==> src/rtl/nxd_pkg.sv <==
// nxd_pkg: shared definitions for the nxd_timer bus-cycle watchdog.
//   - default parameter values (counter width, timeout, address width)
//   - FSM state encoding kept as plain localparam constants so that legacy
//     code comparing raw state values keeps working.
package nxd_pkg;

    localparam int unsigned NXD_CNT_WIDTH  = 8;
    localparam int unsigned NXD_TIMEOUT    = 127;
    localparam int unsigned NXD_ADDR_WIDTH = 20;

    typedef logic [1:0] nxd_state_t;

    localparam nxd_state_t NXD_IDLE  = 2'd0;
    localparam nxd_state_t NXD_ABORT = 2'd1;
    localparam nxd_state_t NXD_WAIT  = 2'd2;

endpackage

==> src/rtl/nxd_counter.sv <==
// nxd_counter: saturating up-counter with synchronous clear and terminal count.
// Ports:
//   i_clk    clock
//   i_rst_n  synchronous reset, active-low
//   i_en     clock enable; nothing changes while low
//   i_clr    clear to zero (wins over increment)
//   i_inc    increment request; ignored once the terminal count is reached
//   o_tc     high while the count equals TERM-1
module nxd_counter #(
    parameter int unsigned WIDTH = 8,
    parameter int unsigned TERM  = 127
) (
    input  logic i_clk,
    input  logic i_rst_n,
    input  logic i_en,
    input  logic i_clr,
    input  logic i_inc,
    output logic o_tc
);

    localparam logic [WIDTH-1:0] TC_VAL = WIDTH'(TERM - 1);
    localparam logic [WIDTH-1:0] ONE    = WIDTH'(1);

    logic [WIDTH-1:0] r_count;
    logic             w_tc;

    assign w_tc = (r_count == TC_VAL);
    assign o_tc = w_tc;

    always_ff @(posedge i_clk) begin
        if (!i_rst_n) begin
            r_count <= '0;
        end else if (i_en) begin
            if (i_clr) begin
                r_count <= '0;
            end else if (i_inc && !w_tc) begin
                // Saturate at the terminal value; the counter never wraps.
                r_count <= r_count + ONE;
            end
        end
    end

endmodule

==> src/rtl/nxd_timer.sv <==
// nxd_timer: bus-cycle watchdog for the KS-10 CPU.
// Times each outstanding memory/IO bus cycle. If no acknowledge arrives
// within TIMEOUT enabled clocks, the cycle is aborted with a one-cycle pulse
// and a sticky error is raised: nxdErr for IO cycles, nxmErr for memory.
// Optional feature: define NXD_CAPTURE_EN to capture the address of the
// cycle that raised the first error on errADDR; otherwise errADDR is 0.
// Ports:
//   clk      CPU clock
//   rst      synchronous reset, active-low
//   clken    clock enable; all state advances only when high
//   iolatch  IO cycle flag, sampled at cycle start
//   busREQ   bus cycle request
//   busACK   device/memory acknowledge
//   busADDR  cycle address, sampled at cycle start (capture build only)
//   errClr   clears sticky errors
//   busy     a cycle is being timed
//   abort    one-enabled-cycle pulse terminating the hung cycle
//   nxdErr   sticky non-existent IO device
//   nxmErr   sticky non-existent memory
//   errADDR  address of the failing cycle (capture build only)
module nxd_timer
    import nxd_pkg::*;
#(
    parameter int unsigned CNT_WIDTH  = NXD_CNT_WIDTH,
    parameter int unsigned TIMEOUT    = NXD_TIMEOUT,
    parameter int unsigned ADDR_WIDTH = NXD_ADDR_WIDTH
) (
    input  logic                  clk,
    input  logic                  rst,
    input  logic                  clken,
    input  logic                  iolatch,
    input  logic                  busREQ,
    input  logic                  busACK,
    input  logic [ADDR_WIDTH-1:0] busADDR,
    input  logic                  errClr,
    output logic                  busy,
    output logic                  abort,
    output logic                  nxdErr,
    output logic                  nxmErr,
    output logic [ADDR_WIDTH-1:0] errADDR
);

    nxd_state_t r_state;
    nxd_state_t w_state_nxt;
    logic       r_isio;
    logic       r_abort;
    logic       r_nxd;
    logic       r_nxm;
    logic       w_tc;
    logic       w_start;
    logic       w_fire;
    logic       w_set;

    assign w_start = (r_state == NXD_IDLE) && busREQ;
    assign w_fire  = (r_state == NXD_WAIT) && !busACK && w_tc;
    // The error is set on entry to ABORT (so it rises with abort) and held
    // set during ABORT, so an errClr landing on the abort cycle cannot win.
    assign w_set   = w_fire || (r_state == NXD_ABORT);

    nxd_counter #(
        .WIDTH (CNT_WIDTH),
        .TERM  (TIMEOUT)
    ) u_counter (
        .i_clk   (clk),
        .i_rst_n (rst),
        .i_en    (clken),
        .i_clr   (r_state != NXD_WAIT),
        .i_inc   (!busACK),
        .o_tc    (w_tc)
    );

    always_comb begin
        w_state_nxt = r_state;
        case (r_state)
            NXD_IDLE: begin
                if (busREQ) w_state_nxt = NXD_WAIT;
            end
            NXD_WAIT: begin
                if (busACK)    w_state_nxt = NXD_IDLE;
                else if (w_tc) w_state_nxt = NXD_ABORT;
            end
            NXD_ABORT: w_state_nxt = NXD_IDLE;
            default:   w_state_nxt = NXD_IDLE;
        endcase
    end

    always_ff @(posedge clk) begin
        if (!rst) begin
            r_state <= NXD_IDLE;
            r_isio  <= 1'b0;
            r_abort <= 1'b0;
            r_nxd   <= 1'b0;
            r_nxm   <= 1'b0;
        end else if (clken) begin
            r_state <= w_state_nxt;
            if (w_start) r_isio <= iolatch;
            r_abort <= w_fire;
            r_nxd   <= (w_set && r_isio)  || (r_nxd && !errClr);
            r_nxm   <= (w_set && !r_isio) || (r_nxm && !errClr);
        end
    end

    assign busy   = (r_state != NXD_IDLE);
    assign abort  = r_abort;
    assign nxdErr = r_nxd;
    assign nxmErr = r_nxm;

`ifdef NXD_CAPTURE_EN
    logic [ADDR_WIDTH-1:0] r_addr;
    logic [ADDR_WIDTH-1:0] r_err_addr;

    always_ff @(posedge clk) begin
        if (!rst) begin
            r_addr     <= '0;
            r_err_addr <= '0;
        end else if (clken) begin
            if (w_start) r_addr <= busADDR;
            // Only the first error since the last clear records its address.
            if (w_fire && !r_nxd && !r_nxm) begin
                r_err_addr <= r_addr;
            end else if (errClr) begin
                r_err_addr <= '0;
            end
        end
    end

    assign errADDR = r_err_addr;
`else
    logic w_unused_addr;
    assign w_unused_addr = ^busADDR;
    assign errADDR       = '0;
`endif

endmodule

==> config.mk <==
export PLATFORM = sky130hd
export DESIGN_NAME = nxd_timer
export DESIGN_NICKNAME = d
export VERILOG_FILES = /design/src/rtl/nxd_pkg.sv /design/src/rtl/nxd_counter.sv /design/src/rtl/nxd_timer.sv
export SDC_FILE = /design/constraint.sdc
export NUM_CORES = 1
export LEC_CHECK = 0
export ABC_AREA = 1
export ABC_CLOCK_PERIOD_IN_PS = 1600
export CAP_MARGIN = 0
export CORE_MARGIN = 3
export CORE_UTILIZATION = 28
export CTS_CLUSTER_SIZE = 28
export DETAILED_ROUTE_END_ITERATION = 16
export PLACE_DENSITY = 0.63
export SYNTH_ARGS = -nofsm -noshare
export SYNTH_HDL_FRONTEND = slang
export SYNTH_SLANG_ARGS = --single-unit
==> constraint.sdc <==
create_clock -name clk -period 1.6 [get_ports clk]
set_clock_uncertainty 0.05 [all_clocks]
set_input_delay 0.32 -clock clk [delete_from_list [all_inputs] [get_ports clk]]
set_output_delay 0.32 -clock clk [all_outputs]
set_load 0.05 [all_outputs]
* Yosys cells after proc, flatten, opt, wreduce, memory -nomap -nowiden
Cells that the tools add are included.
Widths: inputs -> output; s select.
** Storage, ports and cells
- ROM bits :: 0
- Memories :: 0
- Output and inout bits :: 24
- Logic and storage cells :: 40
- Flip-flop bits (word level) :: 14
- Bits of input ports :: 27
- Memory bits (writable) :: 0
- Bits in latches :: 0
** Operators by class
- Eq/ne operators :: 6
- Add/subtract/negate cells :: 1
- Div/mod/pow operators :: 0
- Bitwise logic cells :: 0
- Reductions and logical operators :: 21
- $mul :: 0
- Muxes and demuxes :: 6
- Shift operators :: 0
- Order comparisons :: 0
** Operators by type and width (number)
- $mux 8 :: 2
- $add 8x1->8 const B :: 1
- $eq 8x7->1 const B :: 1
- $logic_and 1x1->1 :: 8
- $mux 2 :: 3
- $logic_not 1->1 :: 4
- $ne 2x2->1 const B :: 2
- $pmux 2 s2 :: 1
- $reduce_and 2->1 :: 2
- $reduce_bool 2->1 :: 2
- $logic_or 1x1->1 :: 3
- $ne 3x2->1 const B :: 1
- $reduce_and 3->1 :: 1
- $eq 2x1->1 const B :: 1
- $eq 2x2->1 const B :: 1
- $logic_not 2->1 :: 1

* Logic depth before layout (Yosys ltp)
Gate-level depths: netlist (run 1).
- Depth in word-level cells :: 6
- Depth in mapped cells :: 11
- Mapped depth without buffers :: 11

* Hierarchy
From an unflattened synthesis (run 1), not the netlist that was laid out.
** Second synthesis, totals
- Cell total of the unflattened synthesis :: 154
- Area total of the unflattened synthesis :: 991.0 um^2
** Modules (own cells, without submodules)
- nxd_counter :: area each 539.3 um^2, times used 1, cells each 90, seq. area each 160.2 um^2
- nxd_timer :: area each 451.7 um^2, times used 1, cells each 64, seq. area each 120.1 um^2

* Worst setup path after synthesis (run 1)
No wires, ideal clock.
- Kind :: reg-to-reg
- Start :: register u_counter.r_count[0]
- End :: register u_counter.r_count[5]
- Slack :: 0.280 ns
- Period minus slack after synthesis :: 1.320 ns
- Cell stages (with the launch flop) :: 12
- Path buffers :: 0
- Arrival :: 1.206 ns
- Setup time :: 0.064 ns
- Cell sequence :: dfxtp_1 -> inv_1 -> ha_1 -> inv_1 -> nor2_4 -> nand2_2 -> nand2_2 -> nand2_4 -> nand3_1 -> nand2_1 -> clkinv_1 -> nor2_1
** Between the ends
- Longest elaborated chain between the ends :: 5
- Elaborated cells between the ends (all ways) :: 8
- Those cells by class :: add/sub: 1; eq/ne: 1; mux: 2; reduce/logical: 4
** RTL lines
- start, declared :: RTL line nxd_counter.sv:24 : logic [WIDTH-1:0] r_count;
- start signal, assigned :: RTL line nxd_counter.sv:38 : r_count <= r_count + ONE;
- parallel branches: the longest is 5 deep, another holds $add 8x1->8
Parallel ways; which one is timed is not known. The select of a mux whose other input is x is not followed.
A chain may end at the register's enable or synchronous reset.

* Worst setup path after layout (run 1)
- Start :: register u_counter.r_count[0]
- End :: register u_counter.r_count[4]
The elaborated chain is that of the path after synthesis.

==> results of run 1 <==
[power groups by stage]
| stage | Clock [mW] | Combinational [mW] | Sequential, mW |
|---|---|---|---|
| 5_1_grt | 0.295 | 0.276 | 0.378 |
| 3_5_place_dp | 0 | 0.253 | 0.383 |
| 2_1_floorplan | 0 | 0.224 | 0.389 |
| 6_report | 0.266 | 0.254 | 0.375 |
| 3_3_place_gp | 0 | 0.254 | 0.383 |
| 4_1_cts | 0.276 | 0.254 | 0.375 |
[cells by family (layout without fill, tap and decap cells)]
family	Yosys count	after routing
buffers and inverters	41	36
AO/OA/AOI/OAI	19	19
flip-flops	14	14
AND/OR/NAND/NOR	70	70
adder cells (fa/ha/maj)	2	2
other	1	20
[sequential cells by signal (all words and copies together) (netlist names)]
| name | cells |
|---|---|
| abort | 1 |
| nxdErr | 1 |
| nxmErr | 1 |
| r_isio | 1 |
| r_state | 2 |
| u_counter.r_count | 8 |
[placed cells by master (no fill, tap or decap), types with 2 or more instances in the layout]
cell type                         synthesis  routed
sky130_fd_sc_hd__nand2_4                  2       2
sky130_fd_sc_hd__nand3_1                 13      13
sky130_fd_sc_hd__clkbuf_4                 0       3
sky130_fd_sc_hd__conb_1                   1      20
sky130_fd_sc_hd__nor2_4                   2       2
sky130_fd_sc_hd__inv_1                   16      16
sky130_fd_sc_hd__nand2_2                  3       3
sky130_fd_sc_hd__nor3_1                   2       2
sky130_fd_sc_hd__o21ai_0                  6       6
sky130_fd_sc_hd__clkdlybuf4s50_1          0       6
sky130_fd_sc_hd__a21oi_1                  9       9
sky130_fd_sc_hd__clkinv_1                 2       2
sky130_fd_sc_hd__buf_12                   0       3
sky130_fd_sc_hd__nor2_1                  19      19
sky130_fd_sc_hd__dfxtp_1                 14      13
sky130_fd_sc_hd__ha_1                     2       2
sky130_fd_sc_hd__nand2_1                 27      27
sky130_fd_sc_hd__buf_4                   20       4
[metrics by stage]
stage / hold WS [ns] / cells / setup slack, ns / util, %
5_1_grt: 0.4297 / 205 / 0.002015 / 35.32
2_1_floorplan: 0.4175 / 166 / 0.2802 / -
3_5_place_dp: 0.4284 / 201 / 0.1014 / 34.13
3_3_place_gp: 0.4188 / 201 / 0.1176 / 34.13
4_1_cts: 0.4418 / 205 / 0.1037 / 35.28
6_report: 0.4094 / 205 / 0.1636 / 35.32
[cell type report]
cell class	instances	share of cell area [%]
multi-input cells	111	47.05
repair buffers	13	13.38
clock buffers	4	3.233
well taps	44	4.905
flip-flops and latches	14	25.08
inverters	19	6.354
[worst register-to-register path: stages (launching register included)]
cell                      delay, ns
sky130_fd_sc_hd__dfxtp_2       0.37
sky130_fd_sc_hd__inv_1         0.07
sky130_fd_sc_hd__ha_1          0.20
sky130_fd_sc_hd__inv_1         0.10
sky130_fd_sc_hd__nor2_4        0.05
sky130_fd_sc_hd__nand2_2       0.06
sky130_fd_sc_hd__nand2_2       0.06
sky130_fd_sc_hd__nand2_4       0.12
sky130_fd_sc_hd__nand2_4       0.07
sky130_fd_sc_hd__inv_2         0.09
sky130_fd_sc_hd__nor2_1        0.05
sky130_fd_sc_hd__nor2_1        0.09
[timing repair]
item | 4_1_cts | 5_1_grt
resized for setup | 0 | 1
endpoints found under the setup margin | 0 | 6
setup buffers | 0 | 0
hold endpoints to repair | 0 | 0
[per-layer routing]
layer,global-route usage (%),vias to the layer above
met5,0,-
met4,5.277,0
met3,3.120,4
met2,14.94,20
met1,12.50,355
li1,-,453
[worst min path at each step]
stage | startpoint | endpoint | slack (ns) | depth (start not counted)
after floorplan | u_counter.r_count[0] | u_counter.r_count[0] | 0.42 | 1
after global placement | nxmErr | nxmErr | 0.42 | 2
after detailed placement | nxmErr | nxmErr | 0.43 | 2
after CTS | nxmErr | nxmErr | 0.44 | 2
after global routing | u_counter.r_count[0] | u_counter.r_count[0] | 0.43 | 1
final | u_counter.r_count[0] | u_counter.r_count[0] | 0.41 | 1
==> metrics.txt, run 1 <==
# TYPE chip_impl_metric gauge
chip_impl_info{name="run_status",value="finished clean"} 1
chip_impl_metric{name="total_standard_cell_area_after_synthesis",unit="sq um"} 965.9
chip_impl_metric{name="part_of_the_total_power_dissipated_in_combinational_logic",unit="%"} 28.4
chip_impl_info{name="critical_path.top_delay_family",value="simple AND/OR/NAND/NOR gates"} 1
chip_impl_info{name="reg_to_reg_startpoint",value="u_counter.r_count[0]"} 1
chip_impl_metric{name="antenna_found_initial",unit=""} 0
chip_impl_info{name="post_synth_most_frequent_cells",value="sky130_fd_sc_hd__nand2_1, sky130_fd_sc_hd__buf_4, sky130_fd_sc_hd__nor2_1"} 1
chip_impl_metric{name="post_route_cells_drive_above_1_share",unit="%"} 13.66
chip_impl_info{name="timing_worst_setup_path_type",value="reg -> reg"} 1
chip_impl_metric{name="power_report.internal_total",unit="uW"} 566.7
chip_impl_metric{name="netSwitchingPower",unit="uW"} 328.5
chip_impl_metric{name="arrival",unit="ns"} 1.62
chip_impl_metric{name="placed_cell_area",unit="sq um"} 1085
chip_impl_metric{name="fin_crit",unit="ns"} 1.436
chip_impl_metric{name="synth.mux.area_fraction",unit="%"} 0
chip_impl_metric{name="die-area",unit="sq um"} 4191
chip_impl_metric{name="pins_over_slew_limit",unit=""} 0
chip_impl_metric{name="total_number_of_cells_along_the_worst_setup_path",unit=""} 11
chip_impl_metric{name="ant_nets",unit=""} 0
chip_impl_metric{name="clock.fmax",unit="MHz"} 696.2
chip_impl_metric{name="final_routed_drc_violation_total",unit=""} 0
chip_impl_metric{name="period_share",unit="%"} 89.77
chip_impl_metric{name="reg2regPathDepth",unit=""} 11
chip_impl_info{name="top_sig_layer",value="met4"} 1
chip_impl_metric{name="placeableCoreArea",unit="sq um"} 3178
chip_impl_metric{name="dp.final_hpwl",unit="microns"} 1428
chip_impl_metric{name="share_of_flip_flops_with_an_asynchronous_set_or_reset_after_synthesis",unit="%"} 0
chip_impl_info{name="dominantRegCellSynth",value="sky130_fd_sc_hd__dfxtp_1"} 1
chip_impl_info{name="nature_of_the_critical_path_startpoint",value="flip-flop"} 1
chip_impl_metric{name="cts.path.max_buffers",unit=""} 2
chip_impl_metric{name="routed_via_density",unit=""} 4.059
chip_impl_metric{name="chipWidth",unit="microns"} 64.74
chip_impl_metric{name="filler_cell_count",unit=""} 361
chip_impl_metric{name="place.gp.congestion",unit=""} 0.7430
chip_impl_metric{name="synth_top_area_share",unit="%"} 29.02
chip_impl_metric{name="groute.usage.overall",unit="%"} 9.917
chip_impl_metric{name="met3RoutedLength",unit="microns"} 101
chip_impl_metric{name="initial_util",unit="%"} 30.39
chip_impl_metric{name="wl",unit="microns"} 1822
chip_impl_metric{name="synth_seq_cells",unit=""} 14
chip_impl_metric{name="overflow",unit=""} 0
chip_impl_metric{name="synthAdderAreaFrac",unit="%"} 2.591
chip_impl_metric{name="r2r_slack",unit="ns"} 0.16
chip_impl_metric{name="path_clk_slew",unit="ns"} 0.09
chip_impl_metric{name="synth_compound_gate_area_share",unit="%"} 10.75
chip_impl_metric{name="post_synth_xor_area_fraction",unit="%"} 0
chip_impl_metric{name="register_area",unit="sq um"} 281.5
chip_impl_metric{name="power-per-cell-area",unit="nW/um^2"} 797.7
chip_impl_metric{name="layout_area_growth_over_synthesis",unit="%"} 16.19
chip_impl_metric{name="cp_slowest_stage_delay",unit="ns"} 0.37
chip_impl_metric{name="post_synth_inst_count",unit=""} 147
chip_impl_metric{name="ys_warn_count",unit=""} 0
chip_impl_metric{name="fin_nets",unit=""} 191
chip_impl_metric{name="power.static_leakage",unit="nW"} 0.5126
chip_impl_info{name="endpoint_kind",value="flip-flop"} 1
chip_impl_info{name="synth_top_cell_by_area",value="sky130_fd_sc_hd__dfxtp_1"} 1
chip_impl_info{name="most_numerous_cell_in_the_yosys_netlist",value="sky130_fd_sc_hd__nand2_1"} 1
chip_impl_metric{name="drt_first_iter_violations",unit=""} 35
chip_impl_metric{name="route.layer.met1.wl",unit="microns"} 879
chip_impl_metric{name="clock_tree.htree_level_count",unit=""} 1
chip_impl_metric{name="crit_path_buf_inv_count",unit=""} 3
chip_impl_info{name="yosys-top-cells-area",value="sky130_fd_sc_hd__dfxtp_1, sky130_fd_sc_hd__buf_4, sky130_fd_sc_hd__nand2_1, sky130_fd_sc_hd__nor2_1, sky130_fd_sc_hd__nand3_1"} 1
chip_impl_metric{name="totalPowerFinal",unit="uW"} 895.3
chip_impl_metric{name="final_area",unit="sq um"} 1122
chip_impl_info{name="tritoncts",value="done"} 1
chip_impl_metric{name="seq_area_frac_synth",unit="%"} 29.02
chip_impl_metric{name="ioPinCount",unit=""} 51
chip_impl_metric{name="first_pass_iters",unit=""} 4
chip_impl_metric{name="multi_input_area",unit="sq um"} 528.0
chip_impl_metric{name="final-setup-viol-count",unit=""} 0
chip_impl_metric{name="number_of_enable_type_register_cells_in_the_synthesized_netlist",unit=""} 0
chip_impl_metric{name="p_seq_share",unit="%"} 41.9
chip_impl_info{name="worstSetupStartpoint",value="u_counter.r_count[0]"} 1
chip_impl_metric{name="cp_max_fo",unit=""} 10
chip_impl_metric{name="port_buffers",unit=""} 10
chip_impl_metric{name="simple_gate_fraction_of_synth_area",unit="%"} 33.55
chip_impl_metric{name="worstPathRequired",unit="ns"} 1.78
chip_impl_metric{name="met2RoutedLength",unit="microns"} 810
chip_impl_metric{name="hold_viol",unit=""} 0
chip_impl_info{name="critical-path-slowest-cell",value="sky130_fd_sc_hd__dfxtp_2"} 1
chip_impl_metric{name="cts_buffers",unit=""} 3
chip_impl_metric{name="dieHeight",unit="microns"} 64.74
chip_impl_info{name="rsz0062_at_grt",value="false"} 1
chip_impl_info{name="cell_breakdown_of_the_critical_path",value="inv_1, ha_1, inv_1, nor2_4, nand2_2, nand2_2, nand2_4, nand2_4, inv_2, nor2_1, nor2_1"} 1
chip_impl_info{name="cts_root_buf",value="sky130_fd_sc_hd__clkbuf_4"} 1
chip_impl_metric{name="sw_frac_of_total",unit="%"} 36.70
chip_impl_metric{name="grt_max_degree",unit=""} 11
chip_impl_metric{name="max-cap-violations",unit=""} 0
chip_impl_metric{name="detail_route.wl_per_cell",unit="microns"} 8.888
chip_impl_metric{name="num_rows",unit=""} 20
chip_impl_metric{name="hold_buf_cts",unit=""} 0
chip_impl_metric{name="p_clk_share",unit="%"} 29.7
chip_impl_metric{name="diodes",unit=""} 0
chip_impl_metric{name="insertion_delay",unit="ns"} 0.29
chip_impl_info{name="worstSetupEndpoint",value="u_counter.r_count[4]"} 1
chip_impl_metric{name="first_global_vias",unit=""} 758
chip_impl_metric{name="clock_sink_count",unit=""} 14
chip_impl_info{name="min_path_type",value="reg -> reg"} 1
chip_impl_info{name="combinational_family_with_the_most_area_after_synthesis",value="simple AND/OR/NAND/NOR gates"} 1
chip_impl_metric{name="post_synth_num_cell_types",unit=""} 23
chip_impl_metric{name="fin_tns_setup",unit="ns"} 0
chip_impl_metric{name="post_synth.cell_area_avg",unit="sq um"} 6.571
chip_impl_metric{name="ir_worst_vdd",unit="uV"} 177.6
chip_impl_metric{name="routed-via-count",unit=""} 832
chip_impl_metric{name="grt_pass1_wl",unit="microns"} 3208
chip_impl_info{name="rr_endpoint",value="u_counter.r_count[4]"} 1
(Power assumes the default switching activity.)
==> run 2: changes to the inputs <==
CTS_BUF_LIST = sky130_fd_sc_hd__clkbuf_8   (was default)
SLEW_MARGIN = 20   (was default)
==> run 2 against run 1 <==
Compared with the run above: maximum frequency rose by 0.70%; critical endpoint unchanged; routed wire length fell by 0.99%; sequential power barely moved; die area did not move; register-to-register slack barely moved; hold slack got worse by 0.0055 ns; clock power rose by 31%; global-route usage fell by 0.11 points; final cell count did not move; critical path type unchanged; sequential share of layout area fell by 0.41 points; highest routed layer unchanged.
==> metrics.txt, run 2 (synthesized netlist as in run 1, its figures left out) <==
# TYPE chip_impl_metric gauge
chip_impl_metric{name="arrival",unit="ns"} 1.56
chip_impl_metric{name="ioPinCount",unit=""} 51
chip_impl_info{name="layout.cells.most_common",value="sky130_fd_sc_hd__nand2_1"} 1
chip_impl_metric{name="fin_tns_setup",unit="ns"} 0
chip_impl_metric{name="overflow",unit=""} 0
chip_impl_info{name="rr_endpoint",value="u_counter.r_count[4]"} 1
chip_impl_metric{name="final_routed_drc_violation_total",unit=""} 0
chip_impl_metric{name="pins_over_slew_limit",unit=""} 0
chip_impl_metric{name="placed_cell_area",unit="sq um"} 1085
chip_impl_info{name="largest-register",value="u_counter.r_count"} 1
chip_impl_metric{name="power.static_leakage",unit="nW"} 0.5204
chip_impl_info{name="worst_hold_startpoint",value="u_counter.r_count[0]"} 1
chip_impl_metric{name="clock.fmax",unit="MHz"} 701.1
chip_impl_metric{name="diodes",unit=""} 0
chip_impl_metric{name="cts.path.max_buffers",unit=""} 2
chip_impl_metric{name="routed_via_density",unit=""} 4.015
chip_impl_metric{name="fin_crit",unit="ns"} 1.426
chip_impl_info{name="critical-path-slowest-cell",value="sky130_fd_sc_hd__dfxtp_2"} 1
chip_impl_info{name="endpoint_kind",value="flip-flop"} 1
chip_impl_info{name="cts_root_buf",value="sky130_fd_sc_hd__clkbuf_8"} 1
chip_impl_info{name="reg_to_reg_startpoint",value="u_counter.r_count[0]"} 1
chip_impl_metric{name="layout_area_growth_over_synthesis",unit="%"} 18.13
chip_impl_metric{name="timing.hold.worst_path_depth",unit=""} 1
chip_impl_metric{name="routed-via-count",unit=""} 823
chip_impl_metric{name="path_clk_slew",unit="ns"} 0.06
chip_impl_metric{name="grt_max_degree",unit=""} 11
chip_impl_metric{name="crit_path_buf_inv_count",unit=""} 3
chip_impl_metric{name="max-cap-violations",unit=""} 0
chip_impl_metric{name="first_global_vias",unit=""} 765
chip_impl_info{name="timing_worst_setup_path_type",value="reg -> reg"} 1
chip_impl_info{name="min_path_type",value="reg -> reg"} 1
chip_impl_metric{name="dp.final_hpwl",unit="microns"} 1428
chip_impl_metric{name="die-area",unit="sq um"} 4191
chip_impl_info{name="run_status",value="finished clean"} 1
chip_impl_metric{name="r2r_slack",unit="ns"} 0.17
chip_impl_metric{name="grt_pass1_wl",unit="microns"} 3201
chip_impl_metric{name="place.gp.congestion",unit=""} 0.7430
chip_impl_metric{name="cts_buffers",unit=""} 3
chip_impl_metric{name="worstPathRequired",unit="ns"} 1.74
chip_impl_metric{name="ant_nets",unit=""} 0
chip_impl_metric{name="clock_tree.htree_level_count",unit=""} 1
chip_impl_metric{name="cp_max_fo",unit=""} 10
chip_impl_metric{name="final-setup-viol-count",unit=""} 0
chip_impl_metric{name="period_share",unit="%"} 89.15
chip_impl_metric{name="hold_viol",unit=""} 0
chip_impl_metric{name="chipWidth",unit="microns"} 64.74
chip_impl_metric{name="antenna_found_initial",unit=""} 0
chip_impl_info{name="nature_of_the_critical_path_startpoint",value="flip-flop"} 1
chip_impl_metric{name="port_buffers",unit=""} 10
chip_impl_info{name="tritoncts",value="done"} 1
chip_impl_info{name="most_frequent_cells_in_the_layout",value="sky130_fd_sc_hd__nand2_1, sky130_fd_sc_hd__conb_1, sky130_fd_sc_hd__nor2_1"} 1
chip_impl_info{name="holdPathEnd",value="u_counter.r_count[0]"} 1
chip_impl_metric{name="ir_worst_vdd",unit="uV"} 206.0
chip_impl_metric{name="wl",unit="microns"} 1804
chip_impl_metric{name="post_route_cells_drive_above_1_share",unit="%"} 13.66
chip_impl_metric{name="placeableCoreArea",unit="sq um"} 3178
chip_impl_metric{name="initial_util",unit="%"} 30.39
chip_impl_metric{name="power-per-cell-area",unit="nW/um^2"} 857.4
chip_impl_info{name="cell_breakdown_of_the_critical_path",value="inv_1, ha_1, inv_1, nor2_4, nand2_2, nand2_2, nand2_4, nand2_4, inv_2, nor2_1, nor2_1"} 1
chip_impl_metric{name="reg2regPathDepth",unit=""} 11
chip_impl_metric{name="final_area",unit="sq um"} 1141
chip_impl_metric{name="totalPowerFinal",unit="uW"} 978.4
chip_impl_info{name="rsz0062_at_grt",value="false"} 1
chip_impl_metric{name="dieHeight",unit="microns"} 64.74
chip_impl_metric{name="fin_nets",unit=""} 191
chip_impl_metric{name="first_pass_iters",unit=""} 4
chip_impl_info{name="critical_path.top_delay_family",value="simple AND/OR/NAND/NOR gates"} 1
chip_impl_metric{name="max_reg_flops",unit=""} 8
chip_impl_metric{name="layout.core_utilization",unit="%"} 35.91
chip_impl_metric{name="cp_slowest_stage_delay",unit="ns"} 0.36
chip_impl_metric{name="num_rows",unit=""} 20
chip_impl_metric{name="drt_first_iter_violations",unit=""} 39
chip_impl_metric{name="clock_sink_count",unit=""} 14
chip_impl_metric{name="groute.usage.overall",unit="%"} 9.808
chip_impl_info{name="largestRegisters",value="u_counter.r_count x8, r_state x2"} 1
chip_impl_metric{name="detail_route.wl_per_cell",unit="microns"} 8.800
chip_impl_metric{name="insertion_delay",unit="ns"} 0.24
chip_impl_metric{name="worst_hold_slack",unit="ns"} 0.4038
## run 2: cell counts in the layout (fill, tap and decap cells not counted)
No cell type changed its count.
## run 2: worst max-delay path by stage
| stage | end | slack (ns) | cells past startpoint | from |
|---|---|---|---|---|
| global placement | u_counter.r_count[0] | 0.12 | 5 | clken |
| floorplan | u_counter.r_count[5] | 0.28 | 11 | u_counter.r_count[0] |
| global route | u_counter.r_count[5] | 0.005 | 11 | u_counter.r_count[0] |
| detailed placement | nxdErr | 0.10 | 6 | busACK |
| finish | u_counter.r_count[4] | 0.17 | 11 | u_counter.r_count[0] |
| CTS | u_counter.r_count[4] | 0.11 | 11 | u_counter.r_count[0] |
## run 2: worst register-to-register path, delay by kind of cell (launching register included)
| kind | cells | cell delay [ns] |
|---|---|---|
| flops | 1 | 0.36 |
| buf+inv | 3 | 0.27 |
| fa+ha+maj | 1 | 0.20 |
| simple gates | 7 | 0.50 |
## run 2: repair_timing
item,4_1_cts,5_1_grt
setup buffers,0,0
hold endpoints to repair,0,0
hold buffers,0,0
gates resized for setup,0,1
setup endpoints to repair,0,5
## run 2: per-layer routing
metal  GRT usage [%]  part of all wire [%]  up-vias
li1                -                     -      450
met1           12.39                    50      353
met2           15.07                    44       18
met3           2.600                   5.4        2
met4           5.277                  0.94        0
met5               0                     0        -
## run 2: power by group
group / switching [mW] / leakage (nW) / total [mW] / internal, mW
Clock: 0.131 / 0.0288 / 0.349 / 0.218
Combinational: 0.189 / 0.377 / 0.254 / 0.0653
Sequential: 0.0127 / 0.115 / 0.376 / 0.363
## run 2: layout make-up
cell class,count,area (sq um)
multi-input cells,111,528.0
well taps,44,55.05
repair buffers,13,150.1
flip-flops and latches,14,281.5
inverters,19,71.32
clock buffers,4,55.05
fillers,357,2037
## run 2: stage by stage
step	cells	setup slack (ns)
after global placement	201	0.1176
after CTS	205	0.1085
after floorplan	166	0.2802
final	205	0.1736
after detailed placement	201	0.1014
after global routing	205	0.004815
